<file path="config.mk">
export PLATFORM = sky130hd
export DESIGN_NAME = prince_sinv_layer_seq
export DESIGN_NICKNAME = d
export VERILOG_FILES = /design/src/rtl/prince_pkg.sv /design/src/rtl/sbox_inv.sv /design/src/rtl/prince_sinv_layer_seq.sv
export SDC_FILE = /design/constraint.sdc
export NUM_CORES = 1
export LEC_CHECK = 0
export BUFFER_PORTS_ARGS = -buffer_cell sky130_fd_sc_hd__buf_2
export CORE_ASPECT_RATIO = 0.8
export CORE_MARGIN = 1.5
export CORE_UTILIZATION = 54
export DETAILED_ROUTE_END_ITERATION = 8
export PLACE_DENSITY = 0.86
export SYNTH_ARGS = -nofsm -noshare
export SYNTH_HDL_FRONTEND = slang
export SYNTH_SLANG_ARGS = --single-unit
</file>
<file path="constraint.sdc">
create_clock -name clk -period 3.25 [get_ports clk]
set_input_delay 0.4875 -clock clk [delete_from_list [all_inputs] [get_ports clk]]
set_output_delay 0.4875 -clock clk [all_outputs]
set_load 0.05 [all_outputs]
</file>
<file path="src/rtl/prince_pkg.sv">
// prince_pkg: shared widths, FSM encoding and inverse S-box table for the PRINCE S-layer
package prince_pkg;
    localparam int STATE_W = 64;
    localparam int NIBBLES = 16;
    typedef enum logic [1:0] {IDLE = 2'd0, RUN = 2'd1, DONE = 2'd2} state_t;
    // nibble x of this word holds S^-1(x)
    localparam logic [63:0] SINV_LUT = 64'h1CE5_046A_98DF_237B;
endpackage

</file>
<file path="src/rtl/sbox_inv.sv">
// sbox_inv: PRINCE 4-bit inverse S-box
module sbox_inv
    import prince_pkg::*;
(
    input  logic [3:0] x,
    output logic [3:0] y
);
    assign y = SINV_LUT[{x, 2'b00} +: 4];
endmodule

</file>
<file path="src/rtl/prince_sinv_layer_seq.sv">
// prince_sinv_layer_seq: PRINCE inverse S-layer, NIB_PER_CYC nibbles substituted per clock
module prince_sinv_layer_seq
    import prince_pkg::*;
#(
    parameter int NIB_PER_CYC = 4
) (
    input  logic               clk,
    input  logic               rst,
    input  logic               in_valid,
    output logic               in_ready,
    input  logic [STATE_W-1:0] in_state,
    output logic               out_valid,
    input  logic               out_ready,
    output logic [STATE_W-1:0] out_state,
    output logic               busy
);
    localparam int C  = NIBBLES / NIB_PER_CYC;
    localparam int CW = (C > 1) ? $clog2(C) : 1;
    localparam int SW = 4 * NIB_PER_CYC;
    localparam logic [CW-1:0] LAST = CW'(C - 1);

    if (!(NIB_PER_CYC == 1 || NIB_PER_CYC == 2 || NIB_PER_CYC == 4 ||
          NIB_PER_CYC == 8 || NIB_PER_CYC == 16)) begin : g_bad_param
        $error("NIB_PER_CYC must be 1, 2, 4, 8 or 16");
    end

    state_t             st, st_n;
    logic [CW-1:0]      cnt;
    logic [STATE_W-1:0] sreg, rotated;
    logic [SW-1:0]      sub;
    logic               accept;

    for (genvar i = 0; i < NIB_PER_CYC; i++) begin : g_sbox
        sbox_inv u_sbox (.x(sreg[4*i +: 4]), .y(sub[4*i +: 4]));
    end

    // substituted nibbles re-enter at the top so C rotations restore nibble order
    if (SW == STATE_W) begin : g_full
        assign rotated = sub;
    end else begin : g_rot
        assign rotated = {sub, sreg[STATE_W-1:SW]};
    end

    assign in_ready  = (st == IDLE) || (st == DONE && out_ready);
    assign out_valid = (st == DONE);
    assign busy      = (st == RUN);
    assign out_state = sreg;
    assign accept    = in_valid && in_ready;

    always_comb begin
        st_n = st;
        case (st)
            IDLE:    st_n = accept ? RUN : IDLE;
            RUN:     st_n = (cnt == LAST) ? DONE : RUN;
            DONE:    st_n = out_ready ? (in_valid ? RUN : IDLE) : DONE;
            default: st_n = IDLE;
        endcase
    end

    always_ff @(posedge clk) begin
        if (rst) begin
            st   <= IDLE;
            cnt  <= '0;
            sreg <= '0;
        end else begin
            st <= st_n;
            if (accept) begin
                sreg <= in_state;
                cnt  <= '0;
            end else if (st == RUN) begin
                sreg <= rotated;
                cnt  <= (cnt == LAST) ? '0 : cnt + 1'b1;
            end
        end
    end
endmodule

</file>
==> summary.md, run 1 <==
| Metric | Value |
|---|---|
| Gr ovfl total | 0 |
| Die Wd | 95.7 um |
| Starting Density | 57.0% |
| Fin. max-slew vios | 0 |
| Max IR drop VDD | 0.289 mV |
| Post-synthesis instance total | 423 |
| Clock skew | 7.00 ps |
| Hold Fails Final Rpt | 0 |
| Vias per cell | 6.47 |
| CTS tree | done |
| Vias in the first global route | 3604 |
| Total Routed Length | 12.1 mm |
| RSZ-0062 raised after global routing | false |
| Routed length per placed instance | 19.6 um |
| Worst Setup End Kind | primary output |
| Cts bufs inserted | 9 |
| Ant diodes | 0 |
| DRC viols | 0 |
| Synth area leader | dfxtp_1 |
| Synth-to-Final Area Change | 21.3% |
| Core ar. | 6510 um2 |
| Top cells by area, synth | dfxtp_1 37%, nand2_1 6.2%, ha_1 5.7% |
| Critical path, cell by cell | nand2b_2, inv_2, buf_2 |
| 1st-iter DRT viols | 719 |
| ANT nets after route | 0 |
| Yosys top cell area share | 36.7% |
| Max-Cap Viols | 0 |
| Fmax | 438 MHz |
| Main synth FF type | dfxtp_1 |
| Buf+Inv Stages, Crit Path | 2 |
| CP max FO | 38 |
| Via count | 3985 |
| Fin nets | 612 |
| Mapped Nets | 508 |
| CTS hold repair buffers | 0 |
| Global router's overall resource usage | 33.0% |
| Global-route wire length before repair | 18.8 mm |
| H-tree depth | 3 |
| Worst endpoint required time | 2760 ps |
| Pleak | 1.87 nW |
| Asr flop ratio synth | 0% |
| Count leader, synth | dfxtp_1 |
| DIE HEIGHT | 77.1 um |
| DP Wirelength | 8.23 mm |
| Clk slew on worst S/H paths | 70 ps |
| Largest delay share family, worst path | buffers and inverters |
| TNS Setup | 0 ps |
| Io pins | 135 |
| Worst-Margin Slew | 1140 ps |
| Synthesis warning total | 0 |
| Post-CTS sizing | 0 |
| CTS Buffer Depth | 2 |
| Fin crit share | 70.2% |
| Layout cell share with drive strength beyond 1 | 32.7% |
| Die area | 7380 um2 |
| Placement Cell Area | 4300 um2 |
| Avg Cell Area, Syn | 8.77 um2 |
| Min Tclk post-route | 2280 ps |
| Seq/Total Area, Yosys | 36.7% |
| Clock insertion delay at the later pin of the skew report | 350 ps |
| Yosys cell types | 37 |
| Post-CTS Setup Repair Bufs | 0 |
| Pwr dens | 537 nW/um2 |
| Largest stage delay, worst path | 510 ps |
| Slowest CP cell | inv_2 |
| Outcome | completed |
| Critical Path AT | 1790 ps |
| Initial antenna violation count | 0 |
| Setup violators final | 0 |
| Routability congestion estimate | 0.957 |
| Maximum number of pins on one net before global-route repair | 70 |
| Sink Count | 68 |
| Final Instance Area | 4500 um2 |
| First-pass DRT Iterations | 5 |
| Flops & latches, synth | 68 |
| Root Buffer | clkbuf_8 |
| Port Buffers | 134 |
| Synth cell count leaders | 68 x dfxtp_1, 61 x nand2_1, 34 x nor3_1 |
| Worst setup SP type | flop |
| Slew HR | 23.9% |
| Final Util | 69.2% |
| Post-synth EDFFs | 0 |
| Cell area after synthesis | 3710 um2 |
| Crit path kind | reg2out |
| FP Rows | 26 |
| HP Class | in2reg |
## registers in the layout, indices dropped and copies added, names as in the netlist
| signal | flops |
|---|---|
| out_state | 64 |
| cnt | 2 |
| st | 2 |
## metrics by stage
stage	setup slack (ps)	hold WS (ps)	total power, W	instances
2_1_floorplan	1130	477	0.00152	423
3_5_place_dp	971	491	0.00170	600
4_1_cts	983	376	0.00240	616
3_3_place_gp	1060	485	0.00168	600
6_report	968	384	0.00242	616
5_1_grt	869	378	0.00251	616
## cell families after synthesis
kind of cell	Yosys count	share of synthesized area [%]
AOI/OAI and AO/OA	138	29.7
adders and majority gates	17	5.73
buffers and inverters	60	7.99
DFF	68	36.7
muxes	14	3.91
and+or+nand+nor	126	16.0
## cells in the final DEF (no fill, tap or decap), types with 2 or more instances in the layout
master     count
nand3b_1       4
a311oi_2       4
a32oi_1       24
clkinv_2       2
o211ai_1      28
a311oi_1      24
ha_1          17
clkbuf_8      11
a41oi_1        4
mux2_2         4
a21oi_1       28
inv_1         10
a221o_1        4
o221a_1        4
buf_4          8
o2111ai_1      4
nand2b_2       2
nor2b_1        5
dfxtp_1       68
nor3_1        34
nand2_1       61
nor4_1         4
or2_2          4
buf_2        134
nor2_1         4
a211oi_1       4
o31ai_1        4
or3_1          4
a32o_1         4
mux2i_1       10
nand2b_1       2
## worst register-to-register path, delay by kind of cell (launching register included)
kind / cells / cell delay [ps]
buffers and inverters: 1 / 440
AO/OA/AOI/OAI: 1 / 310
flip-flops: 1 / 460
AND/OR/NAND/NOR: 2 / 850
## cell type report
| class | instances | area [um2] |
|---|---|---|
| Clock buffer | 12 | 155 |
| Clock inverter | 4 | 47.5 |
| Fill cell | 554 | 2010 |
| Inverter | 11 | 41.3 |
| Multi-Input combinational cell | 295 | 2060 |
| Sequential cell | 68 | 1360 |
| Tap cell | 84 | 105 |
| Timing Repair Buffer | 142 | 731 |
## power breakdown
group | leakage, nW | internal (W) | switching [W]
Clock | 0.102 | 0.000394 | 0.000326
Combinational | 1.21 | 0.000201 | 0.000492
Sequential | 0.562 | 0.000908 | 0.0000953
Total | 1.87 | 0.00150 | 0.000914
## path summary, 6_finish.rpt
check	slack, ps	end	depth (start not counted)	from
max	970	busy	3	st[0]
min	380	out_state[52]	2	in_state[52]
max reg2reg	1090	out_state[42]	4	st[0]
min reg2reg	500	out_state[5]	2	out_state[21]
## routing by layer
metal / GRT usage [%] / wire length, um
met1: 48.8 / 5120
met2: 47.0 / 5280
met3: 9.82 / 1550
met4: 6.76 / 140
met5: 0 / 0
No activity file was read; power rests on OpenSTA's default activity.
==> run 2, diff against run 1 <==
--- a/config.mk
+++ b/config.mk
@@ -5,12 +5,13 @@
 export SDC_FILE = /design/constraint.sdc
 export NUM_CORES = 1
 export LEC_CHECK = 0
+export ABC_AREA = 1
 export BUFFER_PORTS_ARGS = -buffer_cell sky130_fd_sc_hd__buf_2
 export CORE_ASPECT_RATIO = 0.8
 export CORE_MARGIN = 1.5
-export CORE_UTILIZATION = 54
+export CORE_UTILIZATION = 51
 export DETAILED_ROUTE_END_ITERATION = 8
-export PLACE_DENSITY = 0.86
+export PLACE_DENSITY = 0.81
 export SYNTH_ARGS = -nofsm -noshare
 export SYNTH_HDL_FRONTEND = slang
 export SYNTH_SLANG_ARGS = --single-unit
==> constraint.sdc (replaced) <==
create_clock -name clk -period 2.1 [get_ports clk]
set_input_delay 0.315 -clock clk [delete_from_list [all_inputs] [get_ports clk]]
set_output_delay 0.315 -clock clk [all_outputs]
set_load 0.05 [all_outputs]
==> run 2 against run 1 <==
  * Clock skew grew 5.6 ps
  * Critical path type unchanged
  * Synthesized cell count grew 50%
  * Critical endpoint unchanged
  * Routed wire length decreased by 4.6%
==> summary.md, run 2 <==
| Metric | Value |
|---|---|
| Outcome | completed |
| Worst endpoint required time | 1780 ps |
| Worst-Margin Slew | 549 ps |
| FF+latch area | 1360 um2 |
| Clock skew | 12.6 ps |
| DIE HEIGHT | 81.8 um |
| Starting Density | 53.0% |
| Seq/Total Area, Yosys | 34.4% |
| Synth area leader | dfxtp_1 |
| Synth-to-Final Area Change | 23.3% |
| Yosys top cell area share | 34.4% |
| Mapped Nets | 720 |
| HP Start | in_state[0] |
| Multi-input logic area | 2080 um2 |
| Min Tclk post-route | 1850 ps |
| FF-to-FF End | out_state[63] |
| Setup violators final | 0 |
| Critical Path AT | 1530 ps |
| Crit path kind | reg2out |
| Main synth FF type | dfxtp_1 |
| Switch Pwr | 0.00154 W |
| Top cells by area, synth | dfxtp_1 34%, nor2_1 15%, nand2_1 9.2% |
| Hold Fails Final Rpt | 0 |
| Clock insertion delay at the later pin of the skew report | 350 ps |
| RSZ-0062 raised after global routing | false |
| Port Buffers | 134 |
| 1st-iter DRT viols | 233 |
| Fin nets | 837 |
| Final Util | 65.3% |
| Die area | 8300 um2 |
| FP Rows | 28 |
| CTS hold repair buffers | 0 |
| Worst reg2reg path startpoint | st[1] |
| Pleak | 2.53 nW |
| Total Routed Length | 11.5 mm |
| Layout cell share with drive strength beyond 1 | 21.9% |
| Maximum number of pins on one net before global-route repair | 51 |
| Core ar. | 7460 um2 |
| Reg-to-reg slack, setup | 380 ps |
| Global-route wire length before repair | 18.2 mm |
| Root Buffer | clkbuf_8 |
| Commonest non-fill, non-tap cell in the layout | nor2_1 |
| Worst setup SP type | flop |
| ANT nets after route | 0 |
| Commonest cells after routing, fill and taps aside | 154 x nor2_1, 134 x buf_2, 97 x nand2_1 |
| Flops & latches, synth | 68 |
| Worst Setup End Kind | primary output |
| Die Wd | 101 um |
| Setup WS post-layout | 253 ps |
| CTS Buffer Depth | 2 |
| Count leader, synth | nor2_1 |
| Cell area after synthesis | 3960 um2 |
| Avg Cell Area, Syn | 6.23 um2 |
| TNS Setup | 0 ps |
| Cts bufs inserted | 9 |
| Post-CTS sizing | 0 |
| Worst Hold End | out_state[0] |
| Switch share | 40.9% |
| Max-Cap Viols | 0 |
| Post-synth EDFFs | 0 |
| CTS tree | done |
| Asr flop ratio synth | 0% |
| Largest register FFs | 64 |
| Synthesis warning total | 0 |
| DP Wirelength | 8.35 mm |
| HP Class | in2reg |
| Initial antenna violation count | 0 |
| First-pass DRT Iterations | 6 |
| Total Power | 0.00376 W |
| Routability congestion estimate | 0.863 |
| Fin crit share | 88.0% |
| Clock Power Share | 25.6% |
| Gr ovfl total | 0 |
| Fmax | 541 MHz |
| Dpl ws | 318 ps |
| DRC viols | 0 |
| Vias per cell | 5.15 |
| Pwr dens | 770 nW/um2 |
| Sink Count | 68 |
| Fin. max-slew vios | 0 |
| Hold_ws | 179 ps |
| Seq pwr share | 41.0% |
| Fill cells | 737 |
| Post-synthesis instance total | 635 |
| Routed length per placed instance | 13.4 um |
| Global router's overall resource usage | 28.1% |
| Synth cell count leaders | 154 x nor2_1, 97 x nand2_1, 86 x inv_1 |
| Yosys cell types | 21 |
| Max IR drop VDD | 0.411 mV |
| Ant diodes | 0 |
| Post-CTS Setup Repair Bufs | 0 |
| Via count | 4437 |
| Io pins | 135 |
| Hold Path Stages | 3 |
| Clk slew on worst S/H paths | 80 ps |
| FF-to-FF path depth | 7 |
| Slew HR | 63.3% |
| CP max FO | 15 |
| Vias in the first global route | 3926 |
| Comb power frac | 33.5% |
| Pint | 0.00222 W |
| H-tree depth | 3 |
-- run 2: cells by family after synthesis --
logic type,after synthesis,synth area share [%]
AO/OA/AOI/OAI,100,12.8
AND/OR/NAND/NOR,323,34.2
buffers and inverters,127,13.3
flip-flops,68,34.4
adder cells (fa/ha/maj),17,5.38
-- run 2: layout make-up --
cell class | count | area share, %
Inverter | 87 | 6.70
Clock buffer | 11 | 2.90
Clock inverter | 5 | 0.565
Sequential cell | 68 | 27.9
Tap cell | 105 | 2.69
Multi-Input combinational cell | 440 | 42.6
Timing Repair Buffer | 146 | 16.6
-- run 2: metal layers --
metal | wire [um] | track usage [%] | up-vias
li1 | - | - | 2216
met1 | 4880 | 34.3 | 2008
met2 | 5480 | 48.7 | 193
met3 | 914 | 6.72 | 20
met4 | 257 | 10.0 | 0
met5 | 0 | 0 | -
-- run 2: how the worst max path moves through the flow --
stage / slack [ps] / to / startpoint / cells after the start
finish: 250 / busy / st[0] / 3
floorplan: 430 / out_state[51] / out_state[1] / 7
detailed placement: 320 / out_state[63] / out_ready / 9
global route: 200 / busy / st[0] / 3
global placement: 420 / out_state[63] / out_ready / 9
CTS: 260 / busy / st[0] / 3
-- run 2: worst max-delay path: stages (launching register included) --
cell and delay (ps):
dfxtp_1 380, inv_2 150, nor2_4 320, buf_2 330
-- run 2: through the flow --
stage,instance area (um2),std cells
2_1_floorplan,3960,635
3_3_place_gp,4710,846
3_5_place_dp,4710,846
4_1_cts,4880,862
5_1_grt,4880,862
6_report,4880,862
-- run 2: power by group through the flow --
stage / Sequential (W) / Combinational (W) / Clock [W]
CTS: 0.00153 / 0.00125 / 0.000969
finish: 0.00154 / 0.00126 / 0.000960
global route: 0.00155 / 0.00137 / 0.00102
floorplan: 0.00193 / 0.000537 / 0
detailed placement: 0.00156 / 0.00125 / 0
global placement: 0.00156 / 0.00122 / 0
